File: src/rtl/priority_resolver_in_service.sv
// Priority resolver and in-service register: masks pending requests, picks the
// top-priority level under rotation, drives INT and sequences the two-pulse INTA.
module priority_resolver_in_service (
  input  logic       clock,
  input  logic       write_initial_command_word_1_reset,
  input  logic [7:0] interrupt_request_register,
  input  logic [7:0] interrupt_mask,
  input  logic       special_mask_mode,
  input  logic       auto_eoi_config,
  input  logic       auto_rotate_mode,
  input  logic       ocw2_write,
  input  logic [7:0] ocw2_data,
  input  logic       interrupt_acknowledge_n,
  output logic       interrupt_to_cpu,
  output logic [7:0] clear_interrupt_request,
  output logic       freeze,
  output logic [7:0] in_service_register,
  output logic [2:0] acknowledged_level
);

  localparam int unsigned NUM_LEVELS = 8;
  localparam int unsigned LEVEL_W    = 3;

  typedef enum logic [1:0] {IDLE, ACK1, GAP, ACK2} state_t;

  state_t               state, nxt_state;
  logic                 inta_q;
  logic                 spurious, nxt_spurious;
  logic [LEVEL_W-1:0]   lowest_priority, nxt_lowest_priority;
  logic [NUM_LEVELS-1:0] nxt_isr, isr_set, isr_clr, nxt_clear;
  logic [LEVEL_W-1:0]   nxt_ack_level;
  logic                 nxt_int, nxt_freeze;

  logic [NUM_LEVELS-1:0] eligible;
  logic                 winner_valid, blocked, isr_top_valid;
  logic [LEVEL_W-1:0]   winner, isr_top, scan_level;
  logic                 inta_fall, inta_rise, first_fall, second_rise;
  logic [2:0]           ocw2_cmd;
  logic [LEVEL_W-1:0]   ocw2_level;

  assign eligible    = interrupt_request_register & ~interrupt_mask & ~in_service_register;
  assign inta_fall   = inta_q & ~interrupt_acknowledge_n;
  assign inta_rise   = ~inta_q & interrupt_acknowledge_n;
  assign first_fall  = (state == IDLE) && inta_fall;
  assign second_rise = (state == ACK2) && inta_rise;
  assign ocw2_cmd    = ocw2_data[7:5];
  assign ocw2_level  = ocw2_data[2:0];

  // Scan levels from highest priority down; in normal mode an in-service bit stops the scan.
  always_comb begin
    winner_valid  = 1'b0;
    winner        = '0;
    blocked       = 1'b0;
    isr_top_valid = 1'b0;
    isr_top       = '0;
    scan_level    = '0;
    for (int i = 0; i < NUM_LEVELS; i++) begin
      scan_level = lowest_priority + LEVEL_W'(i + 1);
      if (!winner_valid && !blocked) begin
        if (eligible[scan_level]) begin
          winner_valid = 1'b1;
          winner       = scan_level;
        end else if (in_service_register[scan_level] && !special_mask_mode) begin
          blocked = 1'b1;
        end
      end
      if (!isr_top_valid && in_service_register[scan_level]) begin
        isr_top_valid = 1'b1;
        isr_top       = scan_level;
      end
    end
  end

  // Next-state, ISR update, rotation and registered output values.
  always_comb begin
    nxt_state           = state;
    nxt_lowest_priority = lowest_priority;
    nxt_spurious        = spurious;
    nxt_ack_level       = acknowledged_level;
    isr_clr             = '0;
    isr_set             = '0;
    nxt_clear           = '0;
    nxt_int             = interrupt_to_cpu;

    unique case (state)
      IDLE:    if (inta_fall) nxt_state = ACK1;
      ACK1:    if (inta_rise) nxt_state = GAP;
      GAP:     if (inta_fall) nxt_state = ACK2;
      ACK2:    if (inta_rise) nxt_state = IDLE;
      default: nxt_state = IDLE;
    endcase

    if (first_fall) begin
      nxt_int       = 1'b0;
      nxt_spurious  = !winner_valid;
      nxt_ack_level = winner_valid ? winner : LEVEL_W'(NUM_LEVELS - 1);
      if (winner_valid) begin
        isr_set   = NUM_LEVELS'(1) << winner;
        nxt_clear = NUM_LEVELS'(1) << winner;
      end
    end else if (state == IDLE) begin
      nxt_int = winner_valid;
    end

    if (second_rise && auto_eoi_config && !spurious) begin
      isr_clr = NUM_LEVELS'(1) << acknowledged_level;
      if (auto_rotate_mode) nxt_lowest_priority = acknowledged_level;
    end

    // OCW2 is applied after auto-rotate so an explicit rotate overrides it.
    if (ocw2_write) begin
      unique case (ocw2_cmd)
        3'b001: if (isr_top_valid) isr_clr = isr_clr | (NUM_LEVELS'(1) << isr_top);
        3'b011: isr_clr = isr_clr | (NUM_LEVELS'(1) << ocw2_level);
        3'b101: if (isr_top_valid) begin
          isr_clr             = isr_clr | (NUM_LEVELS'(1) << isr_top);
          nxt_lowest_priority = isr_top;
        end
        3'b111: begin
          isr_clr             = isr_clr | (NUM_LEVELS'(1) << ocw2_level);
          nxt_lowest_priority = ocw2_level;
        end
        3'b110:  nxt_lowest_priority = ocw2_level;
        default: ;
      endcase
    end

    nxt_isr    = (in_service_register & ~isr_clr) | isr_set;
    nxt_freeze = (nxt_state != IDLE);
  end

  always_ff @(posedge clock) begin
    if (write_initial_command_word_1_reset) begin
      state                   <= IDLE;
      inta_q                  <= 1'b1;
      spurious                <= 1'b0;
      lowest_priority         <= LEVEL_W'(NUM_LEVELS - 1);
      in_service_register     <= '0;
      acknowledged_level      <= '0;
      clear_interrupt_request <= '0;
      interrupt_to_cpu        <= 1'b0;
      freeze                  <= 1'b0;
    end else begin
      state                   <= nxt_state;
      inta_q                  <= interrupt_acknowledge_n;
      spurious                <= nxt_spurious;
      lowest_priority         <= nxt_lowest_priority;
      in_service_register     <= nxt_isr;
      acknowledged_level      <= nxt_ack_level;
      clear_interrupt_request <= nxt_clear;
      interrupt_to_cpu        <= nxt_int;
      freeze                  <= nxt_freeze;
    end
  end

endmodule

File: config.mk
export PLATFORM = sky130hd
export DESIGN_NAME = priority_resolver_in_service
export DESIGN_NICKNAME = d
export VERILOG_FILES = /design/src/rtl/priority_resolver_in_service.sv
export SDC_FILE = /design/constraint.sdc
export NUM_CORES = 1
export LEC_CHECK = 0
export ABC_AREA = 1
export CORE_MARGIN = 1.5
export CORE_UTILIZATION = 60
export CTS_CLUSTER_SIZE = 28
export DETAILED_ROUTE_END_ITERATION = 12
export DONT_BUFFER_PORTS = 1
export GPL_ROUTABILITY_DRIVEN = 1
export PLACE_DENSITY_LB_ADDON = 0.1
export SLEW_MARGIN = 20
export SYNTH_ARGS = -nofsm -noshare
export SYNTH_HDL_FRONTEND = slang
export SYNTH_SLANG_ARGS = --single-unit
File: constraint.sdc
create_clock -name clock -period 9.35 [get_ports clock]
set_input_delay 0.935 -clock clock [delete_from_list [all_inputs] [get_ports clock]]
set_output_delay 0.935 -clock clock [all_outputs]
set_load 0.02 [all_outputs]
==> impl_metrics.toml, run 1 <==
[clock_tree]
clk_pin_slew_worst_paths_ns = 0.09
ctsHoldBuffers = 0
ctsLongestPathBuffers = 2
cts-root-buf = "sky130_fd_sc_hd__clkbuf_8"
worst_skew_pair.late_latency_ns = 0.28
tritoncts.num_buffers = 3
postCtsSetupBuffers = 0
post_cts_resize_count = 0
cts_htree_levels = 1
tritoncts = "built"
cts_sinks = 28

[drt]
route.detailed.vias_per_inst = 5.76
drt_iter0_markers = 378
wire_per_inst_um = 14.1
detail_route.first_pass.iterations = 6
postRouteWirelength_um = 8510
final_antenna_net_count = 0
vias = 3482
drc = 0

[global_route]
first_pass_grt_wire_length_um = 13900
grt_max_degree = 21
antenna_found_initial = 0
grt.overflow.total = 0
vias_in_the_first_global_route = 3099
global_route.usage.total = 0.327

[min_path]
hp-class = "reg2reg"

[synth]
syn_nets = 579
seq_area_frac_synth = 0.187
synthesis.area_per_instance_sq_um = 5.49
synth_top_cell_area_share = 0.253
synth-edff-count = 0
post-synth-top-area-cell = "sky130_fd_sc_hd__nand2_1"
synth_top_cells_by_area = "sky130_fd_sc_hd__nand2_1, sky130_fd_sc_hd__dfxtp_1, sky130_fd_sc_hd__nand3_1"
yosys_warnings = 0
synth_cells = 546
ys_ff_latch = 28
synthArstFlopShare = 0
syn-cell-area_sq_mm = 0.00300
synth.distinct_cells = 45
yosys_most_used_dff = "sky130_fd_sc_hd__dfxtp_1"

[pwr]
pwr-share-comb = 0.595
vdd_drop_max_mv = 0.178
net-switching-power_mw = 0.378
internal-power_mw = 0.325
clock_power_share = 0.136
power-per-cell-area_mw_per_mm2 = 228
share_seq_of_total_power = 0.269
total_leakage_power_nw = 1.63
switching_share = 0.538

[final_layout]
insertedDiodeCount = 0
top_library_cells_by_usage_in_the_layout_fill_and_taps_aside = "sky130_fd_sc_hd__nand2_1, sky130_fd_sc_hd__nand3_1, sky130_fd_sc_hd__nor2_1"
flow.area_growth_from_synthesis_pct = 2.80
final_layout_size_suffix_gt1_frac = 0.0558
final_nets = 572
layout.cell_area.non_filler_sq_mm = 0.00308
most_common_cell_after_layout_fill_and_taps_aside = "sky130_fd_sc_hd__nand2_1"

[sta]
clock-skew-final_ns = 0.00296
worst_margin_pin_slew_ns = 0.741
timing.setup.tns_ns = 0
final_period_minus_worst_setup_slack_ns = 4.60
slew_headroom = 0.506
slew_viol_final = 0
rsz0062_at_grt = "no"
achievable-frequency_mhz = 217
setup_viol_count_final = 0
period_share = 0.492
hold_violations = 0

[die]
rows = 25
dieHeight_um = 73.7
fp.dieW_um = 73.7
core_box_area_sq_mm = 0.00475
die-area_sq_mm = 0.00543
initial_utilization = 0.630
design.portCount = 52

[critical_path]
worst-endpoint-arrival_ns = 4.78
cp.required_ns = 9.53
timing.critical_path.from_type = "flip-flop"
timing.critical_path.to_type = "flip-flop"
critical_path.max_fanout = 16
crit_path_category = "reg2reg"

[placed_design]
place.gp.congestion = 0.942
hpwl_um = 6730
post_place_cell_area_sq_mm = 0.00301
io_buffer_count = 0

[outcome]
run_status = "completed"

[job]
max_cap_viol_count = 0
-- state kept, by name (all words and copies together), names as in the netlist --
signal,count
inta_q,1
interrupt_to_cpu,1
clear_interrupt_request,8
spurious,1
acknowledged_level,3
in_service_register,8
lowest_priority,3
state,2
freeze,1
-- layer usage --
layer  vias to the layer above  share of wire  track usage
met3                        21          0.096       0.0521
met2                       183           0.46        0.564
met5                         -              0            0
met1                      1525           0.41        0.411
li1                       1753              -            -
met4                         0          0.027        0.111
-- cell type report --
cell class	instances	area (sq um)
fill	499	1680
clock inverter	1	30.0
clock buffer	3	41.3
tap	67	83.8
sequential	28	561
inverter	62	233
multi-input combinational	444	2130
-- power groups by stage --
stage	combinational (mW)	clock [mW]	sequential, mW
after floorplan	0.341	0	0.176
after global placement	0.398	0	0.191
after detailed placement	0.408	0	0.190
after CTS	0.410	0.0960	0.188
after global routing	0.474	0.101	0.190
final	0.418	0.0958	0.189
-- synthesized netlist by cell type (2+ instances only) --
cell,n
sky130_fd_sc_hd__a21o_1,3
sky130_fd_sc_hd__a21oi_1,13
sky130_fd_sc_hd__a31oi_1,10
sky130_fd_sc_hd__buf_1,2
sky130_fd_sc_hd__buf_2,3
sky130_fd_sc_hd__buf_4,2
sky130_fd_sc_hd__buf_6,2
sky130_fd_sc_hd__clkbuf_1,3
sky130_fd_sc_hd__clkinv_1,3
sky130_fd_sc_hd__dfxtp_1,28
sky130_fd_sc_hd__ha_1,2
sky130_fd_sc_hd__inv_1,56
sky130_fd_sc_hd__inv_2,3
sky130_fd_sc_hd__nand2_1,202
sky130_fd_sc_hd__nand2_2,3
sky130_fd_sc_hd__nand2_4,2
sky130_fd_sc_hd__nand3_1,79
sky130_fd_sc_hd__nand3_2,3
sky130_fd_sc_hd__nand3b_1,4
sky130_fd_sc_hd__nand4_1,4
sky130_fd_sc_hd__nor2_1,57
sky130_fd_sc_hd__nor2_4,2
sky130_fd_sc_hd__nor3_1,6
sky130_fd_sc_hd__o211ai_1,6
sky130_fd_sc_hd__o21ai_0,19
sky130_fd_sc_hd__o21ai_1,2
sky130_fd_sc_hd__o21ai_2,4
sky130_fd_sc_hd__o22ai_1,3
sky130_fd_sc_hd__o31ai_1,2
sky130_fd_sc_hd__or2_2,2
sky130_fd_sc_hd__xnor2_1,2
-- path summary, 6_finish.rpt --
kind | cells after the start | startpoint | slack (ns) | endpoint
min | 2 | spurious | 0.47 | spurious
max | 22 | lowest_priority[1] | 4.75 | in_service_register[3]
min reg2reg | 2 | spurious | 0.47 | spurious
max reg2reg | 22 | lowest_priority[1] | 4.75 | in_service_register[3]
-- kinds of logic after synthesis --
logic type               count (synthesis)  synth area share
AND/OR/NAND/NOR                        370             0.543
buffers and inverters                   74             0.101
AO/OA/AOI/OAI                           66             0.137
flip-flops                              28             0.187
XOR/XNOR                                 5            0.0196
adder cells (fa/ha/maj)                  2           0.00835
multiplexers                             1           0.00334
-- critical path, stage by stage (launching register included) --
cell,delay [ns]
sky130_fd_sc_hd__dfxtp_1,0.71
sky130_fd_sc_hd__inv_1,0.45
sky130_fd_sc_hd__ha_1,0.63
sky130_fd_sc_hd__inv_1,0.43
sky130_fd_sc_hd__nand3_1,0.20
sky130_fd_sc_hd__nand3_1,0.16
sky130_fd_sc_hd__nand2_2,0.12
sky130_fd_sc_hd__nor2_1,0.15
sky130_fd_sc_hd__nand2_1,0.11
sky130_fd_sc_hd__nor2_1,0.17
sky130_fd_sc_hd__nand2_1,0.09
sky130_fd_sc_hd__nor2_1,0.21
sky130_fd_sc_hd__nand3b_1,0.13
sky130_fd_sc_hd__nand2_1,0.09
sky130_fd_sc_hd__nand2_1,0.04
sky130_fd_sc_hd__nand2_1,0.21
sky130_fd_sc_hd__nand2_1,0.10
sky130_fd_sc_hd__o21ai_0,0.15
sky130_fd_sc_hd__nand2_1,0.07
sky130_fd_sc_hd__nand2_1,0.08
sky130_fd_sc_hd__nand2_1,0.05
sky130_fd_sc_hd__nand2_1,0.06
sky130_fd_sc_hd__nand2_1,0.05
-- metrics by stage --
step           utilization  worst slack (ns)  total power [mW]  hold slack (ns)  instances
2_1_floorplan            -              6.24             0.517            0.436        546
6_report             0.648              4.75             0.703            0.474        605
4_1_cts              0.648              4.90             0.694            0.474        605
3_5_place_dp         0.633              4.94             0.598            0.461        601
3_3_place_gp         0.633              4.96             0.589            0.448        601
5_1_grt              0.648              4.37             0.766            0.492        605
Power figures use the tool's default switching activity.
==> inputs of run 2 (changes only) <==
Settings changed: CORE_UTILIZATION 60 to 59.
Clock period 9.35 ns to 3.7 ns, I/O delays scaled along.
==> run 2 against run 1 <==
Compared with the run above: sequential power rose by 150%; via count rose by 0.83%; fmax rose by 42%; final cell count rose by 0.99%; largest cell class unchanged; highest routed layer unchanged.
==> impl_metrics.toml, run 2 (synthesized netlist as in run 1, its figures left out) <==
[sta]
slew_viol_final = 0
hold_violations = 0
slew_headroom = 0.585
worst_margin_pin_slew_ns = 0.621
rsz0062_at_grt = "no"
timing.setup.tns_ns = 0
setup_viol_count_final = 0
achievable-frequency_mhz = 308
hold_slack_ns = 0.157
final_period_minus_worst_setup_slack_ns = 3.24
period_share = 0.876
timing.final.ws_setup_ns = 0.458
clock-skew-final_ns = 0.00300

[die]
dieHeight_um = 74.3
die-area_sq_mm = 0.00551
fp.dieW_um = 74.3
design.portCount = 52
core_box_area_sq_mm = 0.00482
initial_utilization = 0.622
rows = 25

[final_layout]
final_nets = 578
most_common_cell_after_layout_fill_and_taps_aside = "sky130_fd_sc_hd__nand2_1"
reg.largest.list = "clear_interrupt_request: 8 flops, in_service_register: 8 flops"
insertedDiodeCount = 0
top_library_cells_by_usage_in_the_layout_fill_and_taps_aside = "sky130_fd_sc_hd__nand2_1, sky130_fd_sc_hd__nand3_1, sky130_fd_sc_hd__nor2_1"
finalNonFillerCells = 611
flow.area_growth_from_synthesis_pct = 4.43
final_layout_size_suffix_gt1_frac = 0.0680

[clock_tree]
worst_skew_pair.late_latency_ns = 0.28
post_cts_resize_count = 0
cts-root-buf = "sky130_fd_sc_hd__clkbuf_8"
tritoncts = "built"
postCtsSetupBuffers = 0
cts_htree_levels = 1
clk_pin_slew_worst_paths_ns = 0.09
ctsHoldBuffers = 0
ctsLongestPathBuffers = 2
tritoncts.num_buffers = 3
cts_sinks = 28

[placed_design]
dpl_worst_slack_ns = 0.447
io_buffer_count = 0
hpwl_um = 6770
placed_cells = 607
place.gp.congestion = 0.976

[pwr]
internal-power_mw = 0.828
vdd_drop_max_mv = 0.344
net-switching-power_mw = 0.954
total_leakage_power_nw = 1.66
power-per-cell-area_mw_per_mm2 = 570
share_seq_of_total_power = 0.262
pwr-share-comb = 0.602
clock_power_share = 0.136
switching_share = 0.535

[outcome]
run_status = "completed"

[critical_path]
cp.required_ns = 3.93
timing.critical_path.slowest_cell_delay_ns = 0.37
crit_path_category = "reg2reg"
path_buf_inv = 2
worst-endpoint-arrival_ns = 3.48
worst-path-stages = 19
critical_path.max_fanout = 19
cp_common_cell = "sky130_fd_sc_hd__nand2_1"
worst-r2r-cell-count = 19
cp_cell_sequence = "buf_4 > ha_1 > xnor2_1 > nand3_1 > nand2_2 > nand2_4 > nand3_1 > nand2_1 > nand2_1 > o21ai_2 > nor2_8 > nand3_2 > nor2_4 > o21ai_2 > nand2_4 > nand3_4 > a21oi_2 > nand2_1 > inv_1"
timing.critical_path.to_type = "flip-flop"
timing.critical_path.from_type = "flip-flop"
critical-path-slowest-cell = "sky130_fd_sc_hd__xnor2_1"
crit_family = "simple AND/OR/NAND/NOR gates"

[drt]
vias = 3511
final_antenna_net_count = 0
drc = 0
route.detailed.vias_per_inst = 5.75
wire_per_inst_um = 14.3
detail_route.first_pass.iterations = 5
postRouteWirelength_um = 8720
drt_iter0_markers = 366

[global_route]
antenna_found_initial = 0
grt.overflow.total = 0
vias_in_the_first_global_route = 3115
grt_max_degree = 20
first_pass_grt_wire_length_um = 13800
global_route.usage.total = 0.320

[job]
max_cap_viol_count = 0

[min_path]
hp-class = "in2reg"
worstHoldPathCells = 1
[run 2: worst reg2reg max path: cells and delay by family, from the launching register on]
family | cells | cell delay [ns]
adders and majority gates | 1 | 0.27
DFF | 1 | 0.33
buffers and inverters | 2 | 0.27
AOI/OAI and AO/OA | 3 | 0.39
xor gates and xnor gates | 1 | 0.37
and+or+nand+nor | 12 | 1.56
[run 2: cell type report]
| class | count | area (sq um) |
|---|---|---|
| timing repair buffer | 6 | 45.0 |
| inverter | 62 | 236 |
| tap | 67 | 83.8 |
| sequential | 28 | 561 |
| clock inverter | 1 | 30.0 |
| multi-input combinational | 444 | 2130 |
| fill | 498 | 1690 |
| clock buffer | 3 | 41.3 |
[run 2: power groups by stage]
stage	combinational [mW]	sequential [mW]	clock, mW
2_1_floorplan	0.863	0.444	0
3_3_place_gp	1.03	0.471	0
3_5_place_dp	1.05	0.471	0
4_1_cts	1.05	0.464	0.245
5_1_grt	1.22	0.472	0.255
6_report	1.07	0.467	0.243
[run 2: layer usage]
layer	global-route usage	vias up	share of wire
met4	0.141	0	0.021
li1	-	1775	-
met5	0	-	0
met3	0.0501	17	0.089
met2	0.548	165	0.48
met1	0.397	1554	0.41
[run 2: per-stage QoR]
| stage | area, sq um | total power [mW] | utilization |
|---|---|---|---|
| final | 3130 | 1.78 | 0.649 |
| after global routing | 3130 | 1.94 | 0.649 |
| after CTS | 3120 | 1.76 | 0.649 |
| after detailed placement | 3050 | 1.52 | 0.634 |
| after global placement | 3050 | 1.50 | 0.634 |
| after floorplan | 3000 | 1.31 | - |
[run 2: final timing paths]
| kind | start | end | slack [ns] |
|---|---|---|---|
| hold / removal | write_initial_command_word_1_reset | spurious | 0.16 |
| setup reg to reg | lowest_priority[0] | clear_interrupt_request[7] | 0.46 |
| setup / recovery | lowest_priority[0] | clear_interrupt_request[7] | 0.46 |
| hold reg to reg | spurious | spurious | 0.47 |
